## src/rtl/fetch_ctrl_if.sv

```systemverilog
// I-cache request/response and FIFO dual-write bundle for the fetch sequencer.
interface fetch_ctrl_if;
    logic        icache_req;
    logic [31:0] icache_addr;
    logic        icache_addr_ok;
    logic        icache_data_ok;
    logic [31:0] icache_rdata1;
    logic [31:0] icache_rdata2;
    logic        icache_valid2;
    logic        icache_refill;
    logic        icache_invalid;
    logic        write_en1;
    logic        write_en2;
    logic [31:0] write_address1;
    logic [31:0] write_address2;
    logic [31:0] write_data1;
    logic [31:0] write_data2;
    logic        write_tlb_refill1;
    logic        write_tlb_refill2;
    logic        write_tlb_invalid1;
    logic        write_tlb_invalid2;

    modport master (
        output icache_req, icache_addr,
        input  icache_addr_ok, icache_data_ok,
        input  icache_rdata1, icache_rdata2,
        input  icache_valid2, icache_refill, icache_invalid,
        output write_en1, write_en2,
        output write_address1, write_address2,
        output write_data1, write_data2,
        output write_tlb_refill1, write_tlb_refill2,
        output write_tlb_invalid1, write_tlb_invalid2
    );

    modport slave (
        input  icache_req, icache_addr,
        output icache_addr_ok, icache_data_ok,
        output icache_rdata1, icache_rdata2,
        output icache_valid2, icache_refill, icache_invalid,
        input  write_en1, write_en2,
        input  write_address1, write_address2,
        input  write_data1, write_data2,
        input  write_tlb_refill1, write_tlb_refill2,
        input  write_tlb_invalid1, write_tlb_invalid2
    );
endinterface

```

## src/rtl/fetch_ctrl.sv

```systemverilog
// IF-stage fetch sequencer: one outstanding I-cache request, pair writes
// into the instruction FIFO, redirect with stale-response discard.
module fetch_ctrl #(
    parameter logic [31:0] RESET_PC = 32'hBFC0_0000
) (
    input  logic         clk,
    input  logic         rst,
    input  logic         redirect,
    input  logic [31:0]  redirect_pc,
    input  logic         fifo_full,
    output logic         fifo_rst,
    fetch_ctrl_if.master bus
);
    typedef enum logic [1:0] {
        S_IDLE,
        S_REQ,
        S_WAIT
    } state_t;

    state_t      r_state;
    logic [31:0] r_pc;
    logic [31:0] r_addr;
    logic        r_req;
    logic        r_discard;

    logic        w_accept;
    logic        w_en2;
    logic [31:0] w_pc4;
    logic [31:0] w_next_pc;

    assign w_accept  = (r_state == S_WAIT) && bus.icache_data_ok
                     && !r_discard && !redirect;
    assign w_en2     = w_accept && bus.icache_valid2 && !r_pc[2];
    assign w_pc4     = r_pc + 32'd4;
    assign w_next_pc = r_pc + (w_en2 ? 32'd8 : 32'd4);

    assign fifo_rst               = redirect;
    assign bus.icache_req         = r_req;
    assign bus.icache_addr        = r_addr;
    assign bus.write_en1          = w_accept;
    assign bus.write_en2          = w_en2;
    assign bus.write_address1     = r_pc;
    assign bus.write_address2     = w_pc4;
    assign bus.write_data1        = bus.icache_rdata1;
    assign bus.write_data2        = bus.icache_rdata2;
    assign bus.write_tlb_refill1  = bus.icache_refill;
    assign bus.write_tlb_refill2  = bus.icache_refill;
    assign bus.write_tlb_invalid1 = bus.icache_invalid;
    assign bus.write_tlb_invalid2 = bus.icache_invalid;

    // r_addr holds the issued address so a redirect in REQ cannot move it
    always_ff @(posedge clk) begin
        if (rst) begin
            r_state   <= S_IDLE;
            r_pc      <= RESET_PC;
            r_addr    <= RESET_PC;
            r_req     <= 1'b0;
            r_discard <= 1'b0;
        end else begin
            if (redirect) begin
                r_pc <= redirect_pc;
            end
            unique case (r_state)
                S_IDLE: begin
                    if (!redirect && !fifo_full) begin
                        r_state <= S_REQ;
                        r_req   <= 1'b1;
                        r_addr  <= r_pc;
                    end
                end
                S_REQ: begin
                    if (redirect) begin
                        r_discard <= 1'b1;
                    end
                    if (bus.icache_addr_ok) begin
                        r_state <= S_WAIT;
                        r_req   <= 1'b0;
                    end
                end
                S_WAIT: begin
                    if (bus.icache_data_ok) begin
                        r_state   <= S_IDLE;
                        r_discard <= 1'b0;
                        if (w_accept) begin
                            r_pc <= w_next_pc;
                        end
                    end else if (redirect) begin
                        r_discard <= 1'b1;
                    end
                end
                default: begin
                    r_state <= S_IDLE;
                    r_req   <= 1'b0;
                end
            endcase
        end
    end
endmodule
```

## src/flat_wrapper.sv

```systemverilog
// flat-port wrapper written by rule: the top's interface ports become plain ports
module fetch_ctrl_flat 
#(
    parameter logic [31:0] RESET_PC = 32'hBFC0_0000
)
  (clk, rst, redirect, redirect_pc, fifo_full, fifo_rst, bus_icache_req, bus_icache_addr, bus_icache_addr_ok, bus_icache_data_ok, bus_icache_rdata1, bus_icache_rdata2, bus_icache_valid2, bus_icache_refill, bus_icache_invalid, bus_write_en1, bus_write_en2, bus_write_address1, bus_write_address2, bus_write_data1, bus_write_data2, bus_write_tlb_refill1, bus_write_tlb_refill2, bus_write_tlb_invalid1, bus_write_tlb_invalid2);
  fetch_ctrl_if bus_i ();
  input  logic clk;
  input  logic rst;
  input  logic redirect;
  input  logic [31:0] redirect_pc;
  input  logic fifo_full;
  output logic fifo_rst;
  output wire logic [$bits(bus_i.icache_req)-1:0] bus_icache_req;
  output wire logic [$bits(bus_i.icache_addr)-1:0] bus_icache_addr;
  input wire logic [$bits(bus_i.icache_addr_ok)-1:0] bus_icache_addr_ok;
  input wire logic [$bits(bus_i.icache_data_ok)-1:0] bus_icache_data_ok;
  input wire logic [$bits(bus_i.icache_rdata1)-1:0] bus_icache_rdata1;
  input wire logic [$bits(bus_i.icache_rdata2)-1:0] bus_icache_rdata2;
  input wire logic [$bits(bus_i.icache_valid2)-1:0] bus_icache_valid2;
  input wire logic [$bits(bus_i.icache_refill)-1:0] bus_icache_refill;
  input wire logic [$bits(bus_i.icache_invalid)-1:0] bus_icache_invalid;
  output wire logic [$bits(bus_i.write_en1)-1:0] bus_write_en1;
  output wire logic [$bits(bus_i.write_en2)-1:0] bus_write_en2;
  output wire logic [$bits(bus_i.write_address1)-1:0] bus_write_address1;
  output wire logic [$bits(bus_i.write_address2)-1:0] bus_write_address2;
  output wire logic [$bits(bus_i.write_data1)-1:0] bus_write_data1;
  output wire logic [$bits(bus_i.write_data2)-1:0] bus_write_data2;
  output wire logic [$bits(bus_i.write_tlb_refill1)-1:0] bus_write_tlb_refill1;
  output wire logic [$bits(bus_i.write_tlb_refill2)-1:0] bus_write_tlb_refill2;
  output wire logic [$bits(bus_i.write_tlb_invalid1)-1:0] bus_write_tlb_invalid1;
  output wire logic [$bits(bus_i.write_tlb_invalid2)-1:0] bus_write_tlb_invalid2;
  assign bus_icache_req = bus_i.icache_req;
  assign bus_icache_addr = bus_i.icache_addr;
  assign bus_i.icache_addr_ok = bus_icache_addr_ok;
  assign bus_i.icache_data_ok = bus_icache_data_ok;
  assign bus_i.icache_rdata1 = bus_icache_rdata1;
  assign bus_i.icache_rdata2 = bus_icache_rdata2;
  assign bus_i.icache_valid2 = bus_icache_valid2;
  assign bus_i.icache_refill = bus_icache_refill;
  assign bus_i.icache_invalid = bus_icache_invalid;
  assign bus_write_en1 = bus_i.write_en1;
  assign bus_write_en2 = bus_i.write_en2;
  assign bus_write_address1 = bus_i.write_address1;
  assign bus_write_address2 = bus_i.write_address2;
  assign bus_write_data1 = bus_i.write_data1;
  assign bus_write_data2 = bus_i.write_data2;
  assign bus_write_tlb_refill1 = bus_i.write_tlb_refill1;
  assign bus_write_tlb_refill2 = bus_i.write_tlb_refill2;
  assign bus_write_tlb_invalid1 = bus_i.write_tlb_invalid1;
  assign bus_write_tlb_invalid2 = bus_i.write_tlb_invalid2;
  fetch_ctrl #(.RESET_PC(RESET_PC)) u_core (.clk(clk), .rst(rst), .redirect(redirect), .redirect_pc(redirect_pc), .fifo_full(fifo_full), .fifo_rst(fifo_rst), .bus(bus_i));
endmodule
```

## config.mk

```make
export PLATFORM = sky130hd
export DESIGN_NAME = fetch_ctrl_flat
export DESIGN_NICKNAME = d
export VERILOG_FILES = /design/src/rtl/fetch_ctrl_if.sv /design/src/rtl/fetch_ctrl.sv /design/src/flat_wrapper.sv
export SDC_FILE = /design/constraint.sdc
export NUM_CORES = 1
export LEC_CHECK = 0
export ABC_AREA = 1
export BUFFER_PORTS_ARGS = -buffer_cell sky130_fd_sc_hd__buf_2
export CORE_UTILIZATION = 40
export DETAILED_ROUTE_END_ITERATION = 16
export PLACE_DENSITY = 0.87
export SLEW_MARGIN = 40
export SYNTH_ARGS = -nofsm -noshare
export SYNTH_HDL_FRONTEND = slang
export SYNTH_SLANG_ARGS = --single-unit
export TNS_END_PERCENT = 1
```

## constraint.sdc

```tcl
create_clock -name clk -period 2.25 [get_ports clk]
set_input_delay 0.1125 -clock clk [delete_from_list [all_inputs] [get_ports clk]]
set_output_delay 0.1125 -clock clk [all_outputs]
set_load 0.01 [all_outputs]
```

======== Word level (Yosys, flattened, before mapping) ========
Cells that the tools add are included.
word-level totals
  flip-flop bits (word level) ............. 68
  output and inout bits ................... 168
  word-level logic and storage cells ...... 43
cells by class
  $add $sub $neg .......................... 2
  equal/unequal tests ..................... 5
  muxes and demuxes ....................... 15
  bitwise gates (word level) .............. 1
  reductions and logical operators ........ 15
operators with widths
  kind                                                 number
  2-to-1 mux 32 bit                                    4
  adder 32 x 3 -> 32 bit, second input constant        1
  adder 32 bit                                         1
  logical AND 1 bit                                    6
  2-to-1 mux 2 bit                                     3
  case mux 2 bit (3 select lines)                      1
  AND reduction 3 bit                                  2
  logical NOT 1 bit                                    4
  2-to-1 mux 1 bit                                     4
  2-to-1 mux 4 bit                                     1
  != test 2 bit, second input constant                 2
  case mux 1 bit (3 select lines)                      1
  equality test 2 x 1 -> 1 bit, second input constant  1
  equality test 2 bit, second input constant           1
  logical NOT 2 bit                                    1
  != test 2 x 1 -> 1 bit, second input constant        1
  case mux 1 bit (2 select lines)                      1
  AND reduction 2 bit                                  1
  nonzero test 2 bit                                   1
  inverter 1 bit                                       1

======== Logic depth before layout (Yosys ltp) ========
  word-level depth ........................ 11
  mapped depth ............................ 17
  mapped depth without buffers ............ 16

======== Least setup slack after synthesis ========
No wires, ideal clock.
  path type ............................... register to register
  start point ............................. register u_core.r_state[0]
  end point ............................... register u_core.r_pc[17], in the netlist u_core.bus.write_address1[17]
  setup time .............................. 0.115 ns
  arrival ................................. 2.432 ns
  required time ........................... 2.135 ns
  slack ................................... -0.298 ns
  stages on the path, launching flop included .. 17
  path buffers ............................ 1
  clock period less this slack ............ 2.548 ns
  cell sequence ........................... dfxtp_1 > inv_1 > ha_1 > nand2_1 > nor2_4 > inv_2 > clkbuf_1 > nor3_1 > ha_1 > nand3_1 > nand2_1 > nand2_1 > nor2_1 > nand2_1 > nand2_1 > o21ai_0 > inv_1
between the ends
  cells in the longest elaborated chain, start to end .. 11
ends and longest elaborated chain
  element                          RTL line            RTL
  start, declared                  fetch_ctrl.sv:20    state_t r_state;
  start signal, assigned           fetch_ctrl.sv:54    r_state <= S_IDLE;
  start signal, assigned           fetch_ctrl.sv:66    r_state <= S_REQ;
  start signal, assigned           fetch_ctrl.sv:76    r_state <= S_WAIT;
  equality test 2 bit              fetch_ctrl.sv:31    assign w_accept = (r_state == S_WAIT) && bus.icache_data_ok
  logical AND 1 bit                fetch_ctrl.sv:31
  logical AND 1 bit (2 in series)  fetch_ctrl.sv:32    && !r_discard && !redirect;
  logical AND 1 bit (2 in series)  fetch_ctrl.sv:33    assign w_en2 = w_accept && bus.icache_valid2 && !r_pc[2];
  named net bus_write_en2          flat_wrapper.sv:24  output wire logic [$bits(bus_i.write_en2)-1:0] bus_write_en2;
  2-to-1 mux 4 bit                 fetch_ctrl.sv:35    assign w_next_pc = r_pc + (w_en2 ? 32'd8 : 32'd4);
  adder 32 bit                     fetch_ctrl.sv:35
  2-to-1 mux 32 bit                fetch_ctrl.sv:84    if (w_accept) begin
  2-to-1 mux 32 bit                fetch_ctrl.sv:81    if (bus.icache_data_ok) begin
  2-to-1 mux 32 bit                fetch_ctrl.sv:63    unique case (r_state)
  end signal, assigned             fetch_ctrl.sv:61    r_pc <= redirect_pc;
  end signal, assigned             fetch_ctrl.sv:85    r_pc <= w_next_pc;
  end, declared                    fetch_ctrl.sv:21    logic [31:0] r_pc;
The timed path passes the listed nets, and every way through them passes these cells.
A chain may end at the register's enable or synchronous reset.

======== Worst setup path in the final report ========
  start point ............................. register u_core.r_pc[4], in the netlist u_core.bus.write_address1[4]
  end point ............................... output port bus_write_address2[18]
between the ends
  cells in the longest elaborated chain, start to end .. 1
ends and longest elaborated chain
  element                 RTL line            RTL
  adder 32 x 3 -> 32 bit  fetch_ctrl.sv:34    assign w_pc4 = r_pc + 32'd4;
  end, declared           flat_wrapper.sv:26  output wire logic [$bits(bus_i.write_address2)-1:0] bus_write_address2;
Every way passes these cells.

==> metrics.md <==
| Metric | Value |
|---|---|
| Status | completed |
| R2R Path End | u_core.bus.write_address1[23] |
| RR Startpoint | u_core.r_state[0] |
| YS warnings | 0 |
| CTS tree | yes |
| Antenna fix cells | 0 |
| Clock Root Buffer | clkbuf_16 |
| Largest area contributor in the netlist | dfxtp_1 |
| P&R area growth vs syn | 16.1% |
| Initial antenna violation count | 0 |
| # port buffers | 138 |
| Max cap viols | 0 |
| Initial Util | 41.5% |
| Compound-gate portion of the synthesized area | 16.5% |
| Chip height | 109 µm |
| Seq/Total Area, Yosys | 29.9% |
| Gr usage total | 24.2% |
| Placed Cells | 886 |
| Mux contribution to synthesized area | 0% |
| Num CTS Buffers | 9 |
| Sink Count | 68 |
| Slew Limit Fails | 0 |
| First-pass GRT wire length | 21900 µm |
| Vias per inst | 5.18 |
| Worst slew pin tran | 0.503 ns |
| #FFs+latches synth | 68 |
| Detailed placement HPWL | 10700 µm |
| Worst Hold Class | in2reg |
| Peak supply drop | 0.000387 V |
| Synth Area in XOR/XNOR | 6.15% |
| R2R setup slack | 0.18 ns |
| Post-synthesis simple-gate area fraction | 25.9% |
| Final Net Count | 870 |
| Worst setup EP type | output port |
| Worst-path clk slew | 0.06 ns |
| Post-synthesis cell type count | 27 |
| Die Span X | 109 µm |
| Clock latency on the worst-skew pair | 0.34 ns |
| Fmax | 467 MHz |
| CTS Buffer Depth | 2 |
| Max-slew headroom | 66.4% |
| Iter 0 DRT Violations | 307 |
| Pre-Repair DR Iteration Count | 5 |
| Largest net degree at the start of global routing | 45 |
| Worst reg2reg path depth | 14 |
| CP max FO | 6 |
| Syn_area_per_cell | 6.60 µm² |
| Gp weighted congestion | 0.953 |
| Critical Path Start | u_core.bus.write_address1[4] |
| Setup crit start kind | flip-flop |
| Post-Layout Cell Count | 904 |
| Synth Cell Area | 4560 µm² |
| Setup-failing EPs final | 0 |
| Area of the core | 11000 µm² |
| Pwr/cell area | 853 nW/µm² |
| FP Rows | 38 |
| Crit path kind | reg2out |
| Post-synth top area share | 29.9% |
| Final WL | 14300 µm |
| Setup TNS | 0 ns |
| Syn_nets | 802 |
| DR vias | 4679 |
| DR DRC count | 0 |
| Crit path arrival time | 2.03 ns |
| Post-route minimum period | 2.14 ns |
| DR WL/cell | 15.8 µm |
| # fillers | 1091 |
| Synth Area in Adders | 1.65% |
| Required @ worst endpoint | 2.14 ns |
| GRT overflow | 0 |
| Register Area | 1370 µm² |
| Leakage | 2.58 nW |
| Post-Synthesis Cells | 691 |
| Remaining antenna violation count | 0 |
| Fin. Hold Viols | 0 |
| Fraction of layout cells with a size suffix above 1 | 27.5% |
| Vias in the first global route | 4154 |
| Power, Total | 4.52 mW |
| H-tree depth | 3 |
| Multi-input gate area | 2350 µm² |
| Main combinational cell family by area after synthesis | simple AND/OR/NAND/NOR gates |
| Io pins | 273 |
| DIE AREA | 11800 µm² |
| Crit share post-route | 95.1% |
| CP Capture Point | bus_write_address2[18] |
| Clock Skew | 0.00750 ns |
| Synth area leaders | dfxtp_1 (30%), buf_4 (12%), nand2_1 (11%), o21ai_0 (7.0%), a21oi_1 (6.9%) |
-- routing by layer --
metal | track usage, % | up-vias | wire length (µm)
met4 | 10.3 | 0 | 452
met3 | 5.56 | 44 | 1280
li1 | - | 2283 | -
met5 | 0 | - | 0
met2 | 37.5 | 218 | 6360
met1 | 32.2 | 2134 | 6180
-- power by group --
group | internal (mW) | switching [mW] | total (mW) | leakage (nW)
sequential | 1.42 | 0.201 | 1.62 | 0.562
clock | 1.00 | 0.549 | 1.55 | 0.153
combinational | 0.514 | 0.828 | 1.34 | 1.86
-- layout by cell type, fill, tap and decap left out, drive strengths merged --
cell type / instances
o21ai: 66
a21oi: 63
bufinv: 2
dfxtp: 68
xor2: 31
clkinvlp: 1
nor2: 81
nor3: 7
clkbuf: 12
buf: 152
o211ai: 9
a211oi: 2
dlygate4sd3: 1
ha: 6
inv: 73
nand2: 143
nand4: 1
clkinv: 1
o21bai: 2
a311oi: 1
nand3: 41
xnor2: 1
-- critical path, cell delays in order, from the launching register on --
cell     delay, ns
dfxtp_1       0.48
nand2_2       0.16
nor2_4        0.16
nand2_2       0.13
nor2_2        0.24
nand3_1       0.12
xor2_1        0.22
buf_2         0.17
-- worst min path at each step --
stage / start / endpoint / slack [ns] / cells past startpoint
after floorplan: bus_icache_data_ok / u_core.r_discard / 0.23 / 1
after global placement: bus_icache_rdata1[15] / bus_write_data1[15] / 0.23 / 0
after detailed placement: bus_icache_rdata1[15] / bus_write_data1[15] / 0.23 / 0
after CTS: redirect_pc[1] / u_core.bus.write_address1[1] / 0.008 / 3
after global routing: bus_icache_data_ok / u_core.r_discard / 0.05 / 2
final: redirect_pc[1] / u_core.bus.write_address1[1] / 0.01 / 3
-- layout make-up --
type / instances / area share [%]
multi-input combinational: 454 / 44.5
sequential: 68 / 25.8
timing repair buffer: 153 / 15.2
inverter: 73 / 5.18
clock buffer: 12 / 4.66
tap: 140 / 3.31
clock inverter: 4 / 1.37
-- per-stage QoR --
step | util, % | instance area [µm²] | worst slack (ns) | hold slack [ns]
floorplan | - | 4600 | 0.0135 | 0.228
global placement | 44.8 | 4920 | 0.211 | 0.225
detailed placement | 44.8 | 4920 | 0.108 | 0.225
CTS | 47.8 | 5250 | 0.000163 | 0.00849
global route | 48.2 | 5290 | -0.0130 | 0.0490
finish | 48.2 | 5290 | 0.110 | 0.0128
-- logic make-up after synthesis --
group,after synthesis
compound gates,143
xor+xnor,32
fa+ha+maj,6
buf+inv,169
flops,68
simple gates,273
-- state kept, by name, indices dropped and copies added (netlist names) --
| signal | count |
|---|---|
| u_core.bus.icache_addr | 32 |
| u_core.bus.icache_req | 1 |
| u_core.r_discard | 1 |
| u_core.bus.write_address1 | 32 |
| u_core.r_state | 2 |
-- synthesized netlist by cell type (all sizes together) --
library cell,count
nand3,41
inv,73
o21ai,66
nor2,81
o211ai,9
dfxtp,68
a21oi,63
xnor2,1
nand2,143
nand4,1
a311oi,1
ha,6
buf,80
a211oi,2
nor3,7
o21bai,2
xor2,31
clkbuf,16
-- repair_timing --
item                                    4_1_cts  5_1_grt
resized for setup                             0       16
endpoints found under the hold margin         1        0
hold buffers                                  1        0
endpoints found under the setup margin        0       28
setup buffers                                 0        1
(Power assumes the default switching activity.)
